===== src/rtl/dca_matrix_lsu_read_path.sv =====
// Matrix LSU read path: turns walker txn info into LPIXM read requests and
// forwards read-response beats to the consumer with per-burst last marking.
//
// state | meaning
// IDLE  | waiting for a READ instruction
// ISSUE | accepting txn info, issuing read requests
// DRAIN | all txns taken; waiting for requests and bursts to finish
// DONE  | one-cycle completion pulse
module dca_matrix_lsu_read_path #(
    parameter int BW_ADDR                        = 32,
    parameter int BW_DATA                        = 32,
    parameter int BW_BITADDR                     = 35,
    parameter int BW_ALEN                        = 8,
    parameter int BW_LPI_BURDEN                  = 1,
    parameter int MAX_OUTSTANDING                = 4,
    parameter int BW_DCA_MATRIX_LSU_INST_OPCODE  = 3,
    parameter int DCA_MATRIX_LSU_INST_OPCODE_READ = 1
) (
    input  logic                                       clk,
    input  logic                                       rst,
    input  logic                                       inst_valid,
    input  logic [BW_DCA_MATRIX_LSU_INST_OPCODE-1:0]   inst_opcode,
    input  logic                                       txn_valid,
    output logic                                       txn_ready,
    input  logic [BW_BITADDR-1:0]                      txn_bitaddr,
    input  logic [BW_ALEN-1:0]                         txn_alen,
    input  logic                                       txn_skip,
    input  logic                                       txn_last,
    input  logic [BW_LPI_BURDEN-1:0]                   burden_in,
    output logic                                       req_valid,
    input  logic                                       req_ready,
    output logic [BW_LPI_BURDEN+BW_ALEN+BW_ADDR+5:0]   req_qdata,
    input  logic                                       rsp_valid,
    output logic                                       rsp_ready,
    input  logic [BW_DATA-1:0]                         rsp_data,
    input  logic [1:0]                                 rsp_resp,
    output logic                                       rdata_valid,
    input  logic                                       rdata_ready,
    output logic [BW_DATA-1:0]                         rdata,
    output logic                                       rdata_last,
    output logic                                       busy,
    output logic                                       done,
    output logic                                       error
);

    localparam int CNT_W = $clog2(MAX_OUTSTANDING) + 1;
    localparam int PTR_W = $clog2(MAX_OUTSTANDING);
    localparam logic [2:0] ASIZE = 3'($clog2(BW_DATA / 8));
    localparam logic [BW_ADDR-1:0] ADDR_MASK = ~BW_ADDR'((1 << ASIZE) - 1);
    localparam logic [BW_DCA_MATRIX_LSU_INST_OPCODE-1:0] OPC_READ =
        BW_DCA_MATRIX_LSU_INST_OPCODE'(DCA_MATRIX_LSU_INST_OPCODE_READ);

    typedef enum logic [1:0] {IDLE, ISSUE, DRAIN, DONE} state_t;

    state_t             state;
    logic [CNT_W-1:0]   count;
    logic [PTR_W-1:0]   wr_ptr;
    logic [PTR_W-1:0]   rd_ptr;
    logic [BW_ALEN-1:0] beat;
    logic [BW_ALEN-1:0] len_fifo [MAX_OUTSTANDING];

    logic               start;
    logic               txn_acc;
    logic               push;
    logic               pop;
    logic               fifo_empty;
    logic               beat_hs;
    logic               stray;
    logic               err_set;
    logic [BW_ADDR-1:0] txn_addr;
    logic               unused_bits;

    assign fifo_empty = (count == '0);
    assign start      = (state == IDLE) & inst_valid & (inst_opcode == OPC_READ);
    assign txn_ready  = (state == ISSUE) & (~req_valid | req_ready)
                      & (count < CNT_W'(MAX_OUTSTANDING));
    assign txn_acc    = txn_valid & txn_ready;
    assign push       = txn_acc & ~txn_skip;

    // Byte address of the burst, aligned down to the data-bus width.
    assign txn_addr    = txn_bitaddr[BW_ADDR+2:3] & ADDR_MASK;
    assign unused_bits = ^txn_bitaddr[2:0];

    // Beats arriving with no burst outstanding are swallowed and flagged.
    assign rdata_valid = rsp_valid & ~fifo_empty;
    assign rsp_ready   = fifo_empty ? rsp_valid : rdata_ready;
    assign rdata       = rsp_data;
    assign rdata_last  = rdata_valid & (beat == len_fifo[rd_ptr]);
    assign beat_hs     = rdata_valid & rdata_ready;
    assign pop         = beat_hs & rdata_last;
    assign stray       = rsp_valid & fifo_empty;
    assign err_set     = (beat_hs & (rsp_resp != 2'b00)) | stray;

    assign busy = (state != IDLE);

    always_ff @(posedge clk) begin
        if (push) begin
            len_fifo[wr_ptr] <= txn_alen;
        end
    end

    always_ff @(posedge clk) begin
        if (rst) begin
            wr_ptr    <= '0;
            rd_ptr    <= '0;
            count     <= '0;
            beat      <= '0;
            req_valid <= 1'b0;
            req_qdata <= '0;
        end else begin
            if (push) begin
                wr_ptr <= wr_ptr + PTR_W'(1);
            end
            if (pop) begin
                rd_ptr <= rd_ptr + PTR_W'(1);
            end
            case ({push, pop})
                2'b10:   count <= count + CNT_W'(1);
                2'b01:   count <= count - CNT_W'(1);
                default: count <= count;
            endcase
            if (beat_hs) begin
                beat <= pop ? '0 : beat + BW_ALEN'(1);
            end
            // A new accept may overwrite the request on its handshake edge.
            if (push) begin
                req_valid <= 1'b1;
                req_qdata <= {burden_in, 1'b0, txn_alen, ASIZE, 2'b01, txn_addr};
            end else if (req_ready) begin
                req_valid <= 1'b0;
            end
        end
    end

    always_ff @(posedge clk) begin
        if (rst) begin
            state <= IDLE;
            done  <= 1'b0;
            error <= 1'b0;
        end else begin
            done <= 1'b0;
            if (start) begin
                error <= 1'b0;
            end
            if (err_set) begin
                error <= 1'b1;
            end
            case (state)
                IDLE: begin
                    if (start) begin
                        state <= ISSUE;
                    end
                end
                ISSUE: begin
                    if (txn_acc && txn_last) begin
                        state <= DRAIN;
                    end
                end
                DRAIN: begin
                    if (fifo_empty && !req_valid) begin
                        state <= DONE;
                        done  <= 1'b1;
                    end
                end
                DONE: begin
                    state <= IDLE;
                end
                default: begin
                    state <= IDLE;
                end
            endcase
        end
    end

endmodule

===== config.mk =====
export PLATFORM = sky130hd
export DESIGN_NAME = dca_matrix_lsu_read_path
export DESIGN_NICKNAME = d
export VERILOG_FILES = /design/src/rtl/dca_matrix_lsu_read_path.sv
export SDC_FILE = /design/constraint.sdc
export NUM_CORES = 1
export LEC_CHECK = 0
export ABC_AREA = 1
export CORE_AREA = 3 3 100 102
export CTS_CLUSTER_DIAMETER = 120
export DETAILED_ROUTE_END_ITERATION = 8
export DIE_AREA = 0 0 103 105
export PLACE_DENSITY = 0.85
export SLEW_MARGIN = 20
export SYNTH_ARGS = -nofsm -noshare
export SYNTH_HDL_FRONTEND = slang
export SYNTH_SLANG_ARGS = --single-unit
export TNS_END_PERCENT = 5

===== constraint.sdc =====
create_clock -name clk -period 4.2 [get_ports clk]
set_input_delay 0.84 -clock clk [delete_from_list [all_inputs] [get_ports clk]]
set_output_delay 0.84 -clock clk [all_outputs]
set_load 0.005 [all_outputs]

; ---- Word-level counts from Yosys, hierarchy flattened
; Memory sizes are Yosys's and may differ from the RTL's. A register that Yosys moved wholly into a read port is not among the register bits.
; Index checks and enable logic that the tools add are counted.
[totals]
reg_bits = 61
ram_bits = 32
in_bits = 90
output_inout_bits = 87
word_cells = 72
mem_count = 1
[op_classes]
n_addsub = 5
n_lt_le_gt_ge = 1
n_eq_ne = 10
muxes = 16
bitwise = 18
reduce_logical = 12
[memory_table]
columns = memory, depth, word_bits, read_ports, rd_clocked_by_memory_dff, write_ports, line
row1 = len_fifo, 4, 8, 1, 1, 1, 60  ; logic [BW_ALEN-1:0] len_fifo [MAX_OUTSTANDING];
[op_table]
columns = operator, n
row1 = 1-bit AND, 12
row2 = 2-bit two-way mux, 5
row3 = 2-bit nonzero test, 5
row4 = 8-bit by 1-bit adder with 8-bit output (second input constant), 1
row5 = 8-bit == test, 1
row6 = 1-bit two-way mux, 8
row7 = 8-bit two-way mux, 1
row8 = 2-bit case mux with 4 select lines, 1
row9 = 2-bit == test (second input constant), 3
row10 = 3-bit case mux with 2 select lines, 1
row11 = 2-bit by 1-bit adder with 2-bit output (second input constant), 2
row12 = 2-bit by 1-bit == test with 1-bit output (second input constant), 2
row13 = 2-bit != test (second input constant), 2
row14 = 1-bit inverter, 4
row15 = 3-bit by 1-bit adder with 3-bit output (second input constant), 1
row16 = 3-bit by 1-bit == test with 1-bit output (second input constant), 1
row17 = 3-bit zero test, 1
row18 = 3-bit less-than comparator (second input constant), 1
row19 = 3-bit AND reduction, 1
row20 = 3-bit by 1-bit subtractor with 3-bit output (second input constant), 1
row21 = 1-bit logical AND, 2
row22 = 2-bit zero test, 1
row23 = 2-bit by 1-bit != test with 1-bit output (second input constant), 1
row24 = 1-bit OR, 2
row25 = 2 further kinds, 2

; ---- Longest topological paths before layout
[depth]
depth_word = 8
depth_mapped = 20
depth_no_buf = 18

; ---- Least setup slack after synthesis
; Ideal clock, no wire load.
[synth_path]
kind = input -> register
start = in rsp_valid
end = reg count[2]
setup_time_ns = 0.122
arrival_ns = 2.581
required_ns = 4.078
path_slack_ns = 1.497
cell_stages = 15
n_path_buf = 0
path_cell_list = inv_1 -> nor2_2 -> nand2_1 -> nor2_2 -> nand3_2 -> nor2_4 -> nand2_4 -> clkinv_2 -> ha_1 -> inv_1 -> fa_1 -> a21oi_1 -> o21ai_0 -> o21ai_0 -> a21oi_1
[synth_via]
elab_chain_len = 5
elab_cells_between_ends = 8
cone_classes = 2 x eq/ne / 1 x mux / 4 x bitwise / 1 x reduce/logical
[synth_lines]
columns = item, line
row1 = start: declaration, 33  ; input logic rsp_valid,
row2 = 1-bit AND *, 85  ; assign rdata_valid = rsp_valid & ~fifo_empty;
row3 = net rdata_valid, 37  ; output logic rdata_valid,
row4 = 1-bit AND *, 88  ; assign rdata_last = rdata_valid & (beat == len_fifo[rd_ptr]);
row5 = net rdata_last, 40  ; output logic rdata_last,
row6 = 1-bit AND *, 90  ; assign pop = beat_hs & rdata_last;
row7 = 2-bit by 1-bit == test with 1-bit output / 2-bit == test (equally long branches), 117  ; case ({push, pop})
row8 = 3-bit case mux with 2 select lines / 2-bit nonzero test (equally long branches), -
row9 = end signal: assignment, 118  ; 2'b10: count <= count + CNT_W'(1);
row10 = end signal: assignment, 119  ; 2'b01: count <= count - CNT_W'(1);
row11 = end signal: assignment, 120  ; default: count <= count;
row12 = end: declaration, 56  ; logic [CNT_W-1:0] count;
; The timed path passes the listed nets; every way through them passes the cells marked *.
; A chain may end at the register's enable or synchronous reset.

==> impl_results.md <==
* Total leakage power at 2.18 nW
* Average via count per standard cell at roughly 5
* Min setup slack post-route at 0.729 ns
* Reg-to-reg slack, setup at roughly 1 ns
* FF+latch count, synth at 94
* Clock Latency Late Sink at around 0.35 ns
* Remaining routing DRC violations at 0
* Endpoint class of the critical path: primary output
* Number of DRC markers after the initial detailed-route iteration at 179
* Critical path peak fanout at 17
* Setup WS pre-CTS at 0.750 ns
* Post-synthesis cell type with the largest combined area: sky130_fd_sc_hd__dfxtp_1
* Area used by sequential logic in the layout at around 2200 um^2
* Share of flip-flops with an asynchronous set or reset at 0
* Level count of the clock H-tree at 3
* Unique cell type count in the Yosys netlist at 35
* Fin Setup TNS at 0 ns
* Total power divided by cell area at 390 nW/um^2
* Number of instances in the synthesized netlist at 508
* Routed WL at 9.73 mm
* Ranking of synthesized cells by instance count: 102 x sky130_fd_sc_hd__nor2_1, 80 x sky130_fd_sc_hd__nand2_1, 62 x sky130_fd_sc_hd__dfxtp_1
* Number of slew-limit violations in the final report at 0
* Number of setup violations in the final report at 0
* Remaining Overflow, GRT at 0
* Largest cells by area after synthesis: sky130_fd_sc_hd__dfxtp_1 29%, sky130_fd_sc_hd__edfxtp_1 22%, sky130_fd_sc_hd__nor2_1 8.9%
* Layout-stage area growth over the synthesis result at 23.6%
* Maximum clock path buffer count at 2
* Die extent in y at 105 um
* Post-layout minimum cycle time at 3.47 ns
* Die span in x at just over 100 um
* TritonCTS clock tree: built
* Number of antenna violations at the first check in global routing at 0
* Clock transition at path regs at 0.10 ns
* Fill cell instance count of the final layout at 772
* Antenna diode instance count at 0
* Average routed wire per standard cell at 14.2 um
* Number of optimization iterations in the first detailed-route pass at 4
* Hold-fix buffers, CTS at 0
* Share of Yosys cell area claimed by the top area cell type at 0.288
* Slew @ Worst Pin at 0.770 ns
* Required time at the worst-slack endpoint at 3.36 ns
* CTS Buf Count at 9
* Via count at roughly 3400
* Layout cells sized above 1 at 0.0852
* First-pass GRT wire length at 16.0 mm
* Share of the cycle needed by the critical path after routing at 0.826
* Unrepaired setup endpoints after global routing: no
* Max Fclk at 288 MHz
* Detailed Place HPWL at 7.07 mm
* Die ar. at 10800 um^2
* Peak ir drop on the vdd network at 0.200 mV
* GRT Util Overall at 0.185
* Via count of the first global-routing pass at 3405
* Number of cells upsized or downsized after cts at 0
* Area of the mapped netlist at 4310 um^2
* Mean instance size in the synthesized netlist at 8.49 um^2
* Total area of multi-input combinational cells at 1590 um^2
* Site row count at 35
* Most instantiated flip-flop cell in the synthesis netlist: sky130_fd_sc_hd__dfxtp_1
* Number of synthesized flops with an enable pin at 32
* Hold crit path type: flop to flop
* Final Wtd Congestion at 0.864
* Maximum number of pins on one net before global-route repair at 54
* Status: finished clean
* Root buffer cell: sky130_fd_sc_hd__clkbuf_8
* Final Hold Vio Count at 0
* Share of synthesized area occupied by flip-flops and latches at 0.511
* Number of warnings printed during yosys synthesis at 0
* Maxcap violations at 0
* Number of buffers inserted to repair setup after CTS at 0
* Core outline area at 9200 um^2
* Count leader, synth: sky130_fd_sc_hd__nor2_1
* Max-slew headroom at the worst pin at 0.485
* Buffers on Ports at 101
* Count of pins on the block boundary at 177
* Number of nets in the final layout at 670
* Final setup skew at 0.0116 ns
* Remaining antenna violation count at 0
* Initial Utilization at 0.469
* Worst endpoint data arrival time at roughly 2.6 ns
* Total clock sinks at 94
* Startpoint Class: flop
* Type of the worst setup path: flop to primary output
[kinds of logic after synthesis]
kind of cell               share of synthesized area
buffers and inverters                          0.125
adders and majority gates                     0.0308
other                                       0.000870
DFF                                            0.511
and+or+nand+nor                                0.256
xor gates and xnor gates                     0.00406
AOI/OAI and AO/OA                             0.0728
[stage by stage]
| stage | hold WS, ns | total power, W | instances | area, um^2 | utilization |
|---|---|---|---|---|---|
| after global placement | 0.475 | 0.00143 | 670 | 5100 | 0.555 |
| final | 0.504 | 0.00208 | 686 | 5330 | 0.579 |
| after global routing | 0.543 | 0.00218 | 686 | 5330 | 0.579 |
| after floorplan | 0.459 | 0.00126 | 513 | 4330 | - |
| after detailed placement | 0.492 | 0.00145 | 670 | 5100 | 0.555 |
| after CTS | 0.510 | 0.00209 | 686 | 5330 | 0.579 |
[cell type report]
class | count | area share
flip-flops and latches | 94 | 0.413
multi-input cells | 326 | 0.299
repair buffers | 104 | 0.194
well taps | 111 | 0.0261
clock buffers | 11 | 0.0305
clock inverters | 5 | 0.0115
inverters | 35 | 0.0258
[critical path, stage by stage (launching register included)]
cell                              delay (ns)
sky130_fd_sc_hd__dfxtp_1                0.76
sky130_fd_sc_hd__inv_6                  0.16
sky130_fd_sc_hd__nand2_1                0.11
sky130_fd_sc_hd__nand3_1                0.12
sky130_fd_sc_hd__nand3_1                0.14
sky130_fd_sc_hd__nand2_1                0.07
sky130_fd_sc_hd__nor2_2                 0.13
sky130_fd_sc_hd__nand3_2                0.10
sky130_fd_sc_hd__nor2_4                 0.14
sky130_fd_sc_hd__clkdlybuf4s50_1        0.53
[cell usage in the layout (no fill, tap or decap), types with 2 or more instances in the layout]
cell type / n
sky130_fd_sc_hd__nor2_1: 101
sky130_fd_sc_hd__clkdlybuf4s50_1: 101
sky130_fd_sc_hd__nand2_1: 80
sky130_fd_sc_hd__dfxtp_1: 62
sky130_fd_sc_hd__o21ai_0: 49
sky130_fd_sc_hd__edfxtp_1: 32
sky130_fd_sc_hd__inv_1: 31
sky130_fd_sc_hd__nand3_1: 26
sky130_fd_sc_hd__a21oi_1: 10
sky130_fd_sc_hd__clkbuf_8: 10
sky130_fd_sc_hd__ha_1: 9
sky130_fd_sc_hd__nand3_2: 8
sky130_fd_sc_hd__nor2_2: 7
sky130_fd_sc_hd__nand4_1: 7
sky130_fd_sc_hd__nand2_2: 6
sky130_fd_sc_hd__conb_1: 6
sky130_fd_sc_hd__nor3_1: 4
sky130_fd_sc_hd__inv_6: 3
sky130_fd_sc_hd__buf_4: 3
sky130_fd_sc_hd__inv_2: 2
sky130_fd_sc_hd__nand3b_2: 2
sky130_fd_sc_hd__clkinv_2: 2
sky130_fd_sc_hd__xor2_1: 2
[final timing paths]
path                                               end                    from  depth (start not counted)
worst max register to register   count[2]$_SDFFE_PP0P_                    flop                         17
worst min-delay path            rd_ptr[1]$_SDFFE_PP0N_  rd_ptr[1]$_SDFFE_PP0N_                          2
worst max-delay path                        rdata_last                    flop                          9
worst min register to register  rd_ptr[1]$_SDFFE_PP0N_  rd_ptr[1]$_SDFFE_PP0N_                          2
[sequential cells by signal (all words and copies together), names as in the netlist, named ones only]
| signal | cells |
|---|---|
| req_qdata | 40 |
| len_fifo | 32 |
| beat | 8 |
| count | 3 |
| rd_ptr | 2 |
| state | 2 |
| wr_ptr | 2 |
| done | 1 |
| error | 1 |
| req_valid | 1 |
[where the power goes]
| part | switching (W) | leakage (nW) | total [W] | internal [W] |
|---|---|---|---|---|
| sequential | 0.0000320 | 0.790 | 0.00104 | 0.00101 |
| combinational | 0.000184 | 1.28 | 0.000390 | 0.000206 |
| clock | 0.000316 | 0.115 | 0.000648 | 0.000332 |
[metal layers]
metal | part of all wire | track usage | vias to the layer above | wire length (um)
li1 | - | - | 1719 | -
met1 | 0.39 | 0.217 | 1549 | 3800
met2 | 0.46 | 0.284 | 107 | 4470
met3 | 0.099 | 0.0734 | 47 | 964
met4 | 0.051 | 0.103 | 0 | 495
met5 | 0 | 0 | - | 0
No activity file was read; power rests on OpenSTA's default activity.
